### config.mk
export PLATFORM = sky130hd
export DESIGN_NAME = spi_flash_responder
export DESIGN_NICKNAME = d
export VERILOG_FILES = /design/src/rtl/spi_flash_responder.sv
export SDC_FILE = /design/constraint.sdc
export NUM_CORES = 1
export LEC_CHECK = 0
export BUFFER_PORTS_ARGS = -buffer_cell sky130_fd_sc_hd__buf_2
export CAP_MARGIN = 20
export CORE_ASPECT_RATIO = 0.75
export CORE_MARGIN = 4
export CORE_UTILIZATION = 40
export CTS_CLUSTER_SIZE = 30
export DETAILED_ROUTE_END_ITERATION = 8
export GPL_TIMING_DRIVEN = 0
export PLACE_DENSITY_LB_ADDON = 0.12
export SLEW_MARGIN = 20
export SYNTH_ARGS = -nofsm -noshare
export SYNTH_HDL_FRONTEND = slang
export SYNTH_SLANG_ARGS = --single-unit
export TNS_END_PERCENT = 5
### constraint.sdc
create_clock -name clk -period 2.2 [get_ports clk]
set_input_delay 0.22 -clock clk [delete_from_list [all_inputs] [get_ports clk]]
set_output_delay 0.22 -clock clk [all_outputs]
set_load 0.01 [all_outputs]
### src/rtl/spi_flash_responder.sv
// SPI mode-0 serial-NOR flash target: read, status, JEDEC ID and power-down/wake, oversampled in clk.
// Define SPI_RESP_FAST_READ_EN to also accept 0x0B fast read (24 address bits + 8 dummy clocks).
module spi_flash_responder #(
  parameter int          MEM_AW       = 16,
  parameter logic [23:0] JEDEC_ID     = 24'hEF4016,
  parameter logic [7:0]  STATUS_VALUE = 8'h00
) (
  input  logic              clk,
  input  logic              reset,
  input  logic              spi_sck,
  input  logic              spi_cs,
  input  logic              spi_mosi,
  output logic              spi_miso,
  output logic              spi_miso_oe,
  output logic [MEM_AW-1:0] mem_addr,
  output logic              mem_rd_req,
  input  logic [7:0]        mem_rd_data,
  output logic              powered_down
);

`ifdef SPI_RESP_FAST_READ_EN
  localparam bit FAST_READ_EN = 1'b1;
`else
  localparam bit FAST_READ_EN = 1'b0;
`endif

  // Only the bits that can reach the command decoder or mem_addr are kept; higher address bits mirror.
  localparam int SHW = (MEM_AW - 1 > 7) ? MEM_AW - 1 : 7;

  localparam logic [7:0] CMD_READ   = 8'h03;
  localparam logic [7:0] CMD_FAST   = 8'h0B;
  localparam logic [7:0] CMD_STATUS = 8'h05;
  localparam logic [7:0] CMD_JEDEC  = 8'h9F;
  localparam logic [7:0] CMD_PD     = 8'hB9;
  localparam logic [7:0] CMD_WAKE   = 8'hAB;

  localparam logic [2:0] S_IDLE   = 3'd0;
  localparam logic [2:0] S_CMD    = 3'd1;
  localparam logic [2:0] S_ADDR   = 3'd2;
  localparam logic [2:0] S_DUMMY  = 3'd3;
  localparam logic [2:0] S_DATA   = 3'd4;
  localparam logic [2:0] S_STATUS = 3'd5;
  localparam logic [2:0] S_JEDEC  = 3'd6;
  localparam logic [2:0] S_IGNORE = 3'd7;

  logic [1:0]     r_sck_sync, r_cs_sync, r_mosi_sync;
  logic           r_sck_d;
  logic [2:0]     r_state;
  logic [4:0]     r_bit_cnt;
  logic [SHW-1:0] r_shift;
  logic [7:0]     r_tx, r_pref;
  logic [2:0]     r_tx_cnt;
  logic [1:0]     r_id_idx;
  logic           r_fast, r_load, r_load_tx, r_pend_pd, r_pend_wake;

  logic       w_rise, w_fall, w_cs_high, w_mosi;
  logic [7:0] w_cmd;
  logic [7:0] w_next_byte;

  always_ff @(posedge clk or negedge reset) begin
    if (!reset) begin
      r_sck_sync  <= 2'b00;
      r_cs_sync   <= 2'b11;
      r_mosi_sync <= 2'b00;
      r_sck_d     <= 1'b0;
    end else begin
      // NOTE: non-blocking assignments make each stage read the previous stage's old value,
      // which is what turns these lines into a real 2-flop synchronizer chain.
      r_sck_sync  <= {r_sck_sync[0], spi_sck};
      r_cs_sync   <= {r_cs_sync[0], spi_cs};
      r_mosi_sync <= {r_mosi_sync[0], spi_mosi};
      r_sck_d     <= r_sck_sync[1];
    end
  end

  assign w_rise    = r_sck_sync[1] & ~r_sck_d;
  assign w_fall    = ~r_sck_sync[1] & r_sck_d;
  assign w_cs_high = r_cs_sync[1];
  assign w_mosi    = r_mosi_sync[1];
  assign w_cmd     = {r_shift[6:0], w_mosi};

  always_comb begin
    // NOTE: default first so every path assigns the output and no latch is inferred.
    w_next_byte = 8'h00;
    case (r_state)
      S_DATA:   w_next_byte = r_pref;
      S_STATUS: w_next_byte = STATUS_VALUE;
      S_JEDEC: begin
        case (r_id_idx)
          2'd1:    w_next_byte = JEDEC_ID[15:8];
          2'd2:    w_next_byte = JEDEC_ID[7:0];
          default: w_next_byte = 8'h00;
        endcase
      end
      default:  w_next_byte = 8'h00;
    endcase
  end

  always_ff @(posedge clk or negedge reset) begin
    if (!reset) begin
      r_state      <= S_IDLE;
      r_bit_cnt    <= 5'd0;
      r_shift      <= '0;
      r_tx         <= 8'h00;
      r_pref       <= 8'h00;
      r_tx_cnt     <= 3'd0;
      r_id_idx     <= 2'd0;
      r_fast       <= 1'b0;
      r_load       <= 1'b0;
      r_load_tx    <= 1'b0;
      r_pend_pd    <= 1'b0;
      r_pend_wake  <= 1'b0;
      spi_miso     <= 1'b0;
      spi_miso_oe  <= 1'b0;
      mem_addr     <= '0;
      mem_rd_req   <= 1'b0;
      powered_down <= 1'b0;
    end else begin
      mem_rd_req <= 1'b0;
      // Read data is valid the cycle after the strobe; r_load marks that cycle.
      r_load     <= mem_rd_req;
      if (r_load) begin
        if (r_load_tx) r_tx   <= mem_rd_data;
        else           r_pref <= mem_rd_data;
      end

      if (w_cs_high) begin
        r_state     <= S_IDLE;
        spi_miso_oe <= 1'b0;
        r_bit_cnt   <= 5'd0;
        r_tx_cnt    <= 3'd0;
        if (r_pend_pd)        powered_down <= 1'b1;
        else if (r_pend_wake) powered_down <= 1'b0;
        r_pend_pd   <= 1'b0;
        r_pend_wake <= 1'b0;
      end else begin
        case (r_state)
          S_IDLE: begin
            r_state   <= S_CMD;
            r_bit_cnt <= 5'd0;
            r_tx_cnt  <= 3'd0;
          end
          S_CMD: if (w_rise) begin
            r_shift   <= {r_shift[SHW-2:0], w_mosi};
            r_bit_cnt <= r_bit_cnt + 5'd1;
            if (r_bit_cnt == 5'd7) begin
              r_bit_cnt <= 5'd0;
              r_state   <= S_IGNORE;
              if (!powered_down || w_cmd == CMD_WAKE) begin
                case (w_cmd)
                  CMD_READ: begin
                    r_state <= S_ADDR;
                    r_fast  <= 1'b0;
                  end
                  CMD_FAST: if (FAST_READ_EN) begin
                    r_state <= S_ADDR;
                    r_fast  <= 1'b1;
                  end
                  CMD_STATUS: begin
                    r_state <= S_STATUS;
                    r_tx    <= STATUS_VALUE;
                  end
                  CMD_JEDEC: begin
                    r_state  <= S_JEDEC;
                    r_tx     <= JEDEC_ID[23:16];
                    r_id_idx <= 2'd1;
                  end
                  CMD_PD:   r_pend_pd   <= 1'b1;
                  CMD_WAKE: r_pend_wake <= 1'b1;
                  default:  ;
                endcase
              end
            end
          end
          S_ADDR: if (w_rise) begin
            r_shift   <= {r_shift[SHW-2:0], w_mosi};
            r_bit_cnt <= r_bit_cnt + 5'd1;
            if (r_bit_cnt == 5'd23) begin
              r_bit_cnt  <= 5'd0;
              mem_addr   <= {r_shift[MEM_AW-2:0], w_mosi};
              mem_rd_req <= 1'b1;
              r_load_tx  <= 1'b1;
              r_state    <= r_fast ? S_DUMMY : S_DATA;
            end
          end
          S_DUMMY: if (w_rise) begin
            r_bit_cnt <= r_bit_cnt + 5'd1;
            if (r_bit_cnt == 5'd7) begin
              r_bit_cnt <= 5'd0;
              r_state   <= S_DATA;
            end
          end
          S_DATA, S_STATUS, S_JEDEC: if (w_fall) begin
            spi_miso_oe <= 1'b1;
            spi_miso    <= r_tx[7];
            r_tx        <= {r_tx[6:0], 1'b0};
            r_tx_cnt    <= r_tx_cnt + 3'd1;
            // Bit 7 going out: advance and prefetch so the next byte is ready 8 falls later.
            if (r_state == S_DATA && r_tx_cnt == 3'd0) begin
              mem_addr   <= mem_addr + MEM_AW'(1);
              mem_rd_req <= 1'b1;
              r_load_tx  <= 1'b0;
            end
            if (r_tx_cnt == 3'd7) begin
              r_tx <= w_next_byte;
              if (r_state == S_JEDEC && r_id_idx != 2'd3) r_id_idx <= r_id_idx + 2'd1;
            end
          end
          S_IGNORE: if (w_rise) begin
            // Power-down/wake only take effect after exactly 8 bits; any extra bit cancels them.
            r_pend_pd   <= 1'b0;
            r_pend_wake <= 1'b0;
          end
          default: r_state <= S_IDLE;
        endcase
      end
    end
  end

endmodule

==> flow_metrics.tcl, run 1 <==
set metrics [dict create \
    wl_met2_um 4378 \
    die_h_um 94.09 \
    crit_path_start_kind "flip-flop" \
    cts_made_buffers 9 \
    firstDrtPassIters 4 \
    overflow 0 \
    outcome "finished, final reports clean" \
    yosys-top-cells-count "dfrtp_1, nand2_1, a21oi_1, o21ai_0" \
    ys.flop_type "dfrtp_1" \
    clk_latency_ps 340 \
    cts_root_buf "clkbuf_16" \
    worst-r2r-cell-count 5 \
    first_iter_violations 265 \
    portBuffers 32 \
    hold_violations 0 \
    syn_area_um2 3953 \
    path_class "reg2reg" \
    pre_cts_slack_ps -317.0 \
    power_frac_comb_pct 32.0 \
    arrival_ps 2380 \
    worstPathMaxFanout 8 \
    timing.final.crit_share_pct 98.50 \
    fp.coreArea_um2 9658 \
    tns_ps 0 \
    cap_violations 0 \
    met1_length_um 5174 \
    syn_inst 401 \
    grt_pass1_wl_um 16940 \
    drc_errors 0 \
    cts_tree "built" \
    p_clk_share_pct 28.6 \
    setup_slack_ps 33.06 \
    drive_gt1_share_pct 24.12 \
    rows 31 \
    netlist.area_leader.share_pct 46.22 \
    grt_setup_unrepaired "yes" \
    ant_nets 0 \
    yosys_warnings 0 \
    cts_sinks 75 \
    yosysMostFrequentCell "dfrtp_1" \
    p_sw_mw 1.802 \
    initial_core_util_pct 40.92 \
    wl_per_cell_um 17.32 \
    dp_hpwl_um 7217 \
    clock_skew_ps 9.162 \
    synth_area_leaders "dfrtp_1, mux2_2, nand2_1, a21oi_1, o21ai_0" \
    top_layer "met4" \
    place_congestion 0.8310 \
    p_sw_share_pct 36.77 \
    peakVddDrop_mv 0.4115 \
    required_ps 2410 \
    finalInstanceArea_um2 4790 \
    grt_max_degree 47 \
    hold_path.class "in2reg" \
    io-pin-count 33 \
    p_int_mw 3.099 \
    synth_cell_type_count 53 \
    cts_max_level 3 \
    seq_area_frac_synth_pct 47.55 \
    power.leakage_nw 2.080 \
    whs_path_depth 2 \
    wl_met3_um 538 \
    worst_pin_slew_ps 614.4 \
    track_usage_pct 18.74 \
    n_antenna_cell 0 \
    async_flop_share_pct 100.0 \
    vias_per_cell 5.684 \
    post_dp_cell_area_um2 4308 \
    die_w_um 122.8 \
    synth_edf_count 0 \
    clockBufferDepth 2 \
    seq_power_share_pct 39.4 \
    setup_viol 0 \
    synth-seq-cells 75 \
    finalWirelength_um 10190 \
    powerDensity_nw_per_um2 1023 \
    finalCriticalPeriod_ps 2167 \
    die_area_um2 11550 \
    yosysTopAreaCell "dfrtp_1" \
    antenna_found_initial 0 \
    slew_headroom_pct 59.04 \
    grt_pass1_vias 3236 \
    finalMaxSlewViolations 0 \
    vias 3342 \
    max_freq_mhz 461.5 \
    path_clk_slew_ps 60 \
    syn-num-nets 422 \
    synth.avg_cell_area_um2 9.857 \
    crit_path_end_kind "flip-flop" \
    fin_nets 472 \
    areaGrowthSynthToFinish_pct 21.18 \
]
==> layout by cell type, fill, tap and decap left out, types with 6 or more instances in the layout <==
cell       count
mux2_2        26
nand3_1       15
nor2_1        26
clkbuf_1       7
nor3_1         7
nand2b_1      12
nand2_1       44
ha_1           7
inv_1         10
o21ai_0       28
mux2i_1       10
nand4_1        6
nor2b_1        9
a31oi_1        8
dfrtp_1       69
o22ai_1        8
clkbuf_16      9
a21oi_1       28
buf_2         34
==> critical path, cell delays in order, from the launching register on <==
cell and delay, ps:
dfrtp_2 480, or4_4 590, nor4b_4 410, a31oi_1 190, a21oi_2 240, o21ai_0 130
==> cells by family after synthesis <==
logic type	after synthesis	synth area share, %
muxes	38	10.51
and+or+nand+nor	144	18.83
buffers and inverters	28	2.976
DFF	75	47.55
adders and majority gates	8	2.533
AOI/OAI and AO/OA	108	17.60
==> registers in the layout (all words and copies together), names as in the netlist, 2 cells and up <==
register / count
mem_addr: 16
r_shift: 15
r_pref: 8
r_tx: 8
r_bit_cnt: 5
r_state: 3
r_tx_cnt: 3
r_cs_sync: 2
r_id_idx: 2
r_mosi_sync: 2
r_sck_sync: 2
==> stage by stage <==
step	util [%]	total power, mW	cells	hold slack (ps)
floorplan	-	2.891	401	-75.59
global placement	44.29	3.320	565	326.9
detailed placement	44.60	3.355	566	189.3
CTS	48.85	4.857	587	115.4
global route	49.59	5.214	588	114.4
finish	49.59	4.901	588	125.9
==> final cells by class <==
type	count	area (um2)
Sequential cell	75	1884
Clock inverter	6	48.80
Clock buffer	10	239.0
Multi-Input combinational cell	298	2066
Fill cell	900	4868
Timing Repair Buffer	39	257.7
Buffer	18	91.34
Inverter	10	37.54
Tap cell	132	165.2
==> path summary, 6_finish.rpt <==
path,from,to,slack [ps]
max,r_shift[3],r_tx[7],30
min,mem_rd_data[5],r_pref[5],130
max reg2reg,r_shift[3],r_tx[7],30
min reg2reg,r_cs_sync[0],r_cs_sync[1],360
max in group asynchronous,reset,r_shift[3],1280
min in group asynchronous,reset,r_load,370
==> what timing repair did <==
action	in CTS	in global routing
gates resized for setup	11	18
setup buffers	1	1
setup endpoints to repair	28	35
pin swaps	2	5
hold buffers	4	0
gates cloned	0	0
hold endpoints to repair	30	0
==> power by group through the flow <==
stage | sequential [mW] | clock (mW) | combinational, mW
6_report | 1.93 | 1.40 | 1.57
5_1_grt | 1.97 | 1.51 | 1.74
4_1_cts | 1.91 | 1.45 | 1.50
3_5_place_dp | 1.92 | 0 | 1.43
3_3_place_gp | 1.91 | 0 | 1.41
2_1_floorplan | 1.87 | 0 | 1.02
==> per-layer routing <==
| layer | global-route usage, % | vias to the layer above |
|---|---|---|
| li1 | - | 1582 |
| met1 | 27.90 | 1657 |
| met2 | 26.69 | 93 |
| met3 | 4.515 | 10 |
| met4 | 5.499 | 0 |
| met5 | 0 | - |
Power figures use the tool's default switching activity.
==> inputs of run 2 (changes only) <==
CORE_UTILIZATION = 31   (was 40)
==> run 2 against run 1 <==
Compared with the run above: fmax up 1.9%; sequential share of layout area down 0.86 points; critical path depth up 1; clock skew up 3.1 ps; final cell count up 6.6%; power up 2.0%.
==> flow_metrics.tcl, run 2 (synthesis results as in run 1) <==
set metrics [dict create \
    cts_root_buf "clkbuf_16" \
    firstDrtPassIters 4 \
    fin_nets 478 \
    largest_reg_flops 16 \
    cts_max_level 3 \
    stdcell_count 627 \
    clock_skew_ps 12.28 \
    largest_register "mem_addr" \
    rows 35 \
    final_cell_mix "dfrtp_1, nand2_1, buf_2, o21ai_0, a21oi_1" \
    cts_sinks 75 \
    ant_nets 0 \
    initial_core_util_pct 31.89 \
    outcome "finished, final reports clean" \
    finalCriticalPeriod_ps 2126 \
    vias_per_cell 5.171 \
    antenna_found_initial 0 \
    crit_buf_inv 1 \
    portBuffers 32 \
    timing.final.crit_share_pct 96.64 \
    clk_latency_ps 330 \
    grt_pass1_vias 3294 \
    die_h_um 105.8 \
    crit_chain "nand4bb_4 -> o41ai_4 -> buf_4 -> nand3_2 -> a221o_1 -> mux2_1" \
    cap_violations 0 \
    fp.coreArea_um2 12390 \
    wl_per_cell_um 16.82 \
    place_inst 600 \
    areaGrowthSynthToFinish_pct 23.80 \
    grt_setup_unrepaired "yes" \
    power.leakage_nw 2.129 \
    largestRegisters "mem_addr: 16 flops, r_shift: 15 flops" \
    powerDensity_nw_per_um2 1021 \
    die_area_um2 14640 \
    peakVddDrop_mv 0.4062 \
    drc_errors 0 \
    dp_hpwl_um 7524 \
    hold_path.class "in2reg" \
    drive_gt1_share_pct 24.73 \
    rrSetupSlack_ps 70 \
    worst_pin_slew_ps 630.0 \
    vias 3242 \
    max_freq_mhz 470.3 \
    crit_family "compound AO/OA/AOI/OAI gates" \
    crit_path_start_kind "flip-flop" \
    grt_max_degree 46 \
    first_iter_violations 194 \
    n_antenna_cell 0 \
    cts_tree "built" \
    finalMaxSlewViolations 0 \
    track_usage_pct 14.84 \
    critPathMaxStageDelay_ps 460 \
    clockBufferDepth 2 \
    setup_viol 0 \
    path_class "reg2reg" \
    slew_headroom_pct 57.68 \
    arrival_ps 2340 \
    crit_path_end_kind "flip-flop" \
    cpMaxStageDelayCell "dfrtp_2" \
    required_ps 2420 \
    hold_violations 0 \
    cts_made_buffers 9 \
    power.total_mw 4.997 \
    layout_commonest_cell "dfrtp_1" \
    overflow 0 \
    worstPathMaxFanout 7 \
    grt_pass1_wl_um 17600 \
    die_w_um 138.4 \
    path_clk_slew_ps 60 \
    fillers 1234 \
    io-pin-count 33 \
    place_congestion 0.8262 \
    finalWirelength_um 10550 \
]
[run 2: worst register-to-register path: stages, from the launching register on]
cell and delay (ps):
dfrtp_2 460, nand4bb_4 250, o41ai_4 310, buf_4 200
nand3_2 60, a221o_1 410, mux2_1 330
[run 2: worst paths after layout]
kind / start / endpoint / depth (start not counted)
max in group asynchronous: reset / r_bit_cnt[2] / 3
hold / removal: mem_rd_data[3] / r_pref[3] / 2
setup reg to reg: r_shift[1] / r_id_idx[0] / 6
setup / recovery: r_shift[1] / r_id_idx[0] / 6
hold reg to reg: r_sck_sync[0] / r_sck_sync[1] / 0
min in group asynchronous: reset / mem_addr[11] / 2
[run 2: report_power, final]
part / internal (mW) / switching, mW / total [mW]
Sequential: 1.64 / 0.291 / 1.93
Combinational: 0.677 / 0.924 / 1.60
Clock: 0.903 / 0.562 / 1.47
Total: 3.22 / 1.78 / 5.00
[run 2: area by class of cell]
type	count	area, um2	area share [%]
Multi-Input combinational cell	298	2083	42.57
Sequential cell	75	1883	38.48
Timing Repair Buffer	45	294.0	6.009
Clock buffer	11	242.7	4.960
Tap cell	166	207.7	4.244
Buffer	18	93.84	1.918
Clock inverter	4	51.30	1.048
Inverter	10	37.54	0.7671
[run 2: metrics by stage]
stage / utilization [%] / hold WS [ps] / setup WS, ps / TNS [ps] / cell area, um2
2_1_floorplan: - / -75.59 / 66.59 / 0 / 3953
3_3_place_gp: 34.86 / 328.4 / -357.9 / -7031 / 4320
3_5_place_dp: 35.10 / 198.3 / -336.4 / -6798 / 4350
4_1_cts: 38.50 / 121.5 / 5.484 / 0 / 4771
5_1_grt: 39.49 / 130.2 / -33.71 / -178.5 / 4893
6_report: 39.49 / 134.8 / 73.83 / 0 / 4893
[run 2: per-layer routing]
layer | share of wire, % | GRT usage [%] | wire length [um] | vias to the layer above
li1 | - | - | - | 1581
met1 | 53 | 22.77 | 5630 | 1595
met2 | 42 | 20.51 | 4448 | 56
met3 | 3.2 | 3.537 | 342 | 10
met4 | 1.2 | 4.161 | 123 | 0
met5 | 0 | 0 | 0 | -
[run 2: repair_timing]
action                     CTS  global route
resized for setup           14            16
setup endpoints to repair   32            25
setup buffers                2             6
hold buffers                 4             0
pin swaps                    2             5
hold endpoints to repair    31             0
==> inputs of run 3 (changes only) <==
CORE_UTILIZATION = 50   (was 31)
==> run 3 against run 2 <==
Compared with the run above: flip-flop and latch count did not move; setup slack got worse by 32 ps; fmax decreased by 1.5%; largest power group unchanged; sequential share of layout area rose by 1.4 points; register-to-register slack lost 30 ps; critical path type unchanged; final cell count down 10%; via count up 4.0%; critical endpoint is now r_tx[7].
==> flow_metrics.tcl, run 3 (synthesis results as in run 1) <==
set metrics [dict create \
    grt_setup_unrepaired "yes" \
    power.total_mw 4.784 \
    holdCritStartpoint "mem_rd_data[6]" \
    grt_pass1_wl_um 16790 \
    initial_core_util_pct 52.70 \
    die_area_um2 9407 \
    reg2reg_from "r_shift[3]" \
    seq_area_um2 1883 \
    crit_family "simple AND/OR/NAND/NOR gates" \
    multiInputGateArea_um2 2053 \
    vias 3372 \
    drc_errors 0 \
    clk_latency_ps 360 \
    crit_path_start_kind "flip-flop" \
    crit_path_end_kind "flip-flop" \
    cts_max_level 3 \
    clock_skew_ps 12.14 \
    outcome "finished, final reports clean" \
    arrival_ps 2390 \
    largest_reg_flops 16 \
    die_w_um 110.7 \
    powerDensity_nw_per_um2 1014 \
    overflow 0 \
    critPathMaxStageDelay_ps 580 \
    portBuffers 32 \
    n_antenna_cell 0 \
    final_cell_mix "dfrtp_1, nand2_1, buf_2, a21oi_1, o21ai_0" \
    die_h_um 85 \
    place_congestion 0.8921 \
    layout_commonest_cell "dfrtp_1" \
    stdcell_count 562 \
    timing.final.crit_share_pct 98.08 \
    max_freq_mhz 463.4 \
    pre_cts_slack_ps -312.3 \
    hold_path.class "in2reg" \
    worst_pin_slew_ps 613.4 \
    wl_per_cell_um 17.77 \
    whs_ps 101.5 \
    finalWirelength_um 9988 \
    antenna_found_initial 0 \
    finalMaxSlewViolations 0 \
    ant_nets 0 \
    path_clk_slew_ps 80 \
    cts_root_buf "clkbuf_8" \
    first_iter_violations 186 \
    areaGrowthSynthToFinish_pct 19.34 \
    tns_ps 0 \
    setup_slack_ps 42.26 \
    drive_gt1_share_pct 24.08 \
    rows 27 \
    io-pin-count 33 \
    clockBufferDepth 2 \
    place_inst 535 \
    worstPathMaxFanout 8 \
    cts_tree "built" \
    rrSetupSlack_ps 40 \
    power.leakage_nw 2.083 \
    whs_path_depth 2 \
    vias_per_cell 6.000 \
    cts_sinks 75 \
    fin_util_pct 62.90 \
    finalCriticalPeriod_ps 2158 \
    worst-r2r-cell-count 5 \
    post_dp_cell_area_um2 4269 \
    grt_pass1_vias 3314 \
    track_usage_pct 22.29 \
    r2r_end "r_tx[7]" \
    slew_headroom_pct 58.79 \
    dp_hpwl_um 7010 \
    hold_violations 0 \
    largest_register "mem_addr" \
    cts_made_buffers 9 \
    crit_chain "or4_4 -> nor4b_4 -> a31oi_1 -> a21oi_2 -> o21ai_0" \
    firstDrtPassIters 5 \
    path_class "reg2reg" \
    setup_viol 0 \
    cpMaxStageDelayCell "or4_4" \
    fin_nets 477 \
    fillers 655 \
    fp.coreArea_um2 7500 \
    finalInstanceArea_um2 4717 \
    grt_max_degree 51 \
    required_ps 2430 \
    cap_violations 0 \
    min_to "r_pref[6]" \
    peakVddDrop_mv 0.6755 \
    crit_buf_inv 0 \
    largestRegisters "mem_addr: 16 flops, r_shift: 15 flops" \
]
## run 3: worst max path at each step
stage                        end         start  cells past startpoint
CTS                  mem_addr[8]  r_bit_cnt[0]                      7
global placement    mem_addr[14]  r_bit_cnt[0]                      7
floorplan            r_id_idx[0]  r_bit_cnt[0]                      6
global route             r_tx[2]    r_state[2]                      6
finish                   r_tx[7]    r_shift[3]                      5
detailed placement   mem_addr[7]    r_state[0]                      7
## run 3: what timing repair did
| action | 4_1_cts | 5_1_grt |
|---|---|---|
| gates resized for setup | 8 | 18 |
| pin swaps | 2 | 5 |
| setup buffers | 1 | 6 |
| endpoints found under the hold margin | 28 | 0 |
| setup endpoints to repair | 28 | 35 |
| hold buffers | 4 | 0 |
## run 3: routing by layer
layer  vias up  GRT usage [%]  routed length [um]
met5         -              0                   0
met4         0          6.600                 140
met3        13          6.557                 513
met2       103          32.54                4369
met1      1669          32.18                4964
li1       1587              -                   -
## run 3: where the power goes
group          internal [mW]  switching (mW)
registers               1.64           0.291
logic                  0.668           0.908
clock network          0.751           0.533
total                   3.05            1.73
## run 3: final cells by class
class | count | area share (%)
Timing Repair Buffer | 44 | 6.074
Clock inverter | 7 | 2.467
Sequential cell | 75 | 39.92
Clock buffer | 9 | 2.626
Multi-Input combinational cell | 298 | 43.53
Buffer | 18 | 1.910
Inverter | 10 | 0.7958
Tap cell | 101 | 2.679
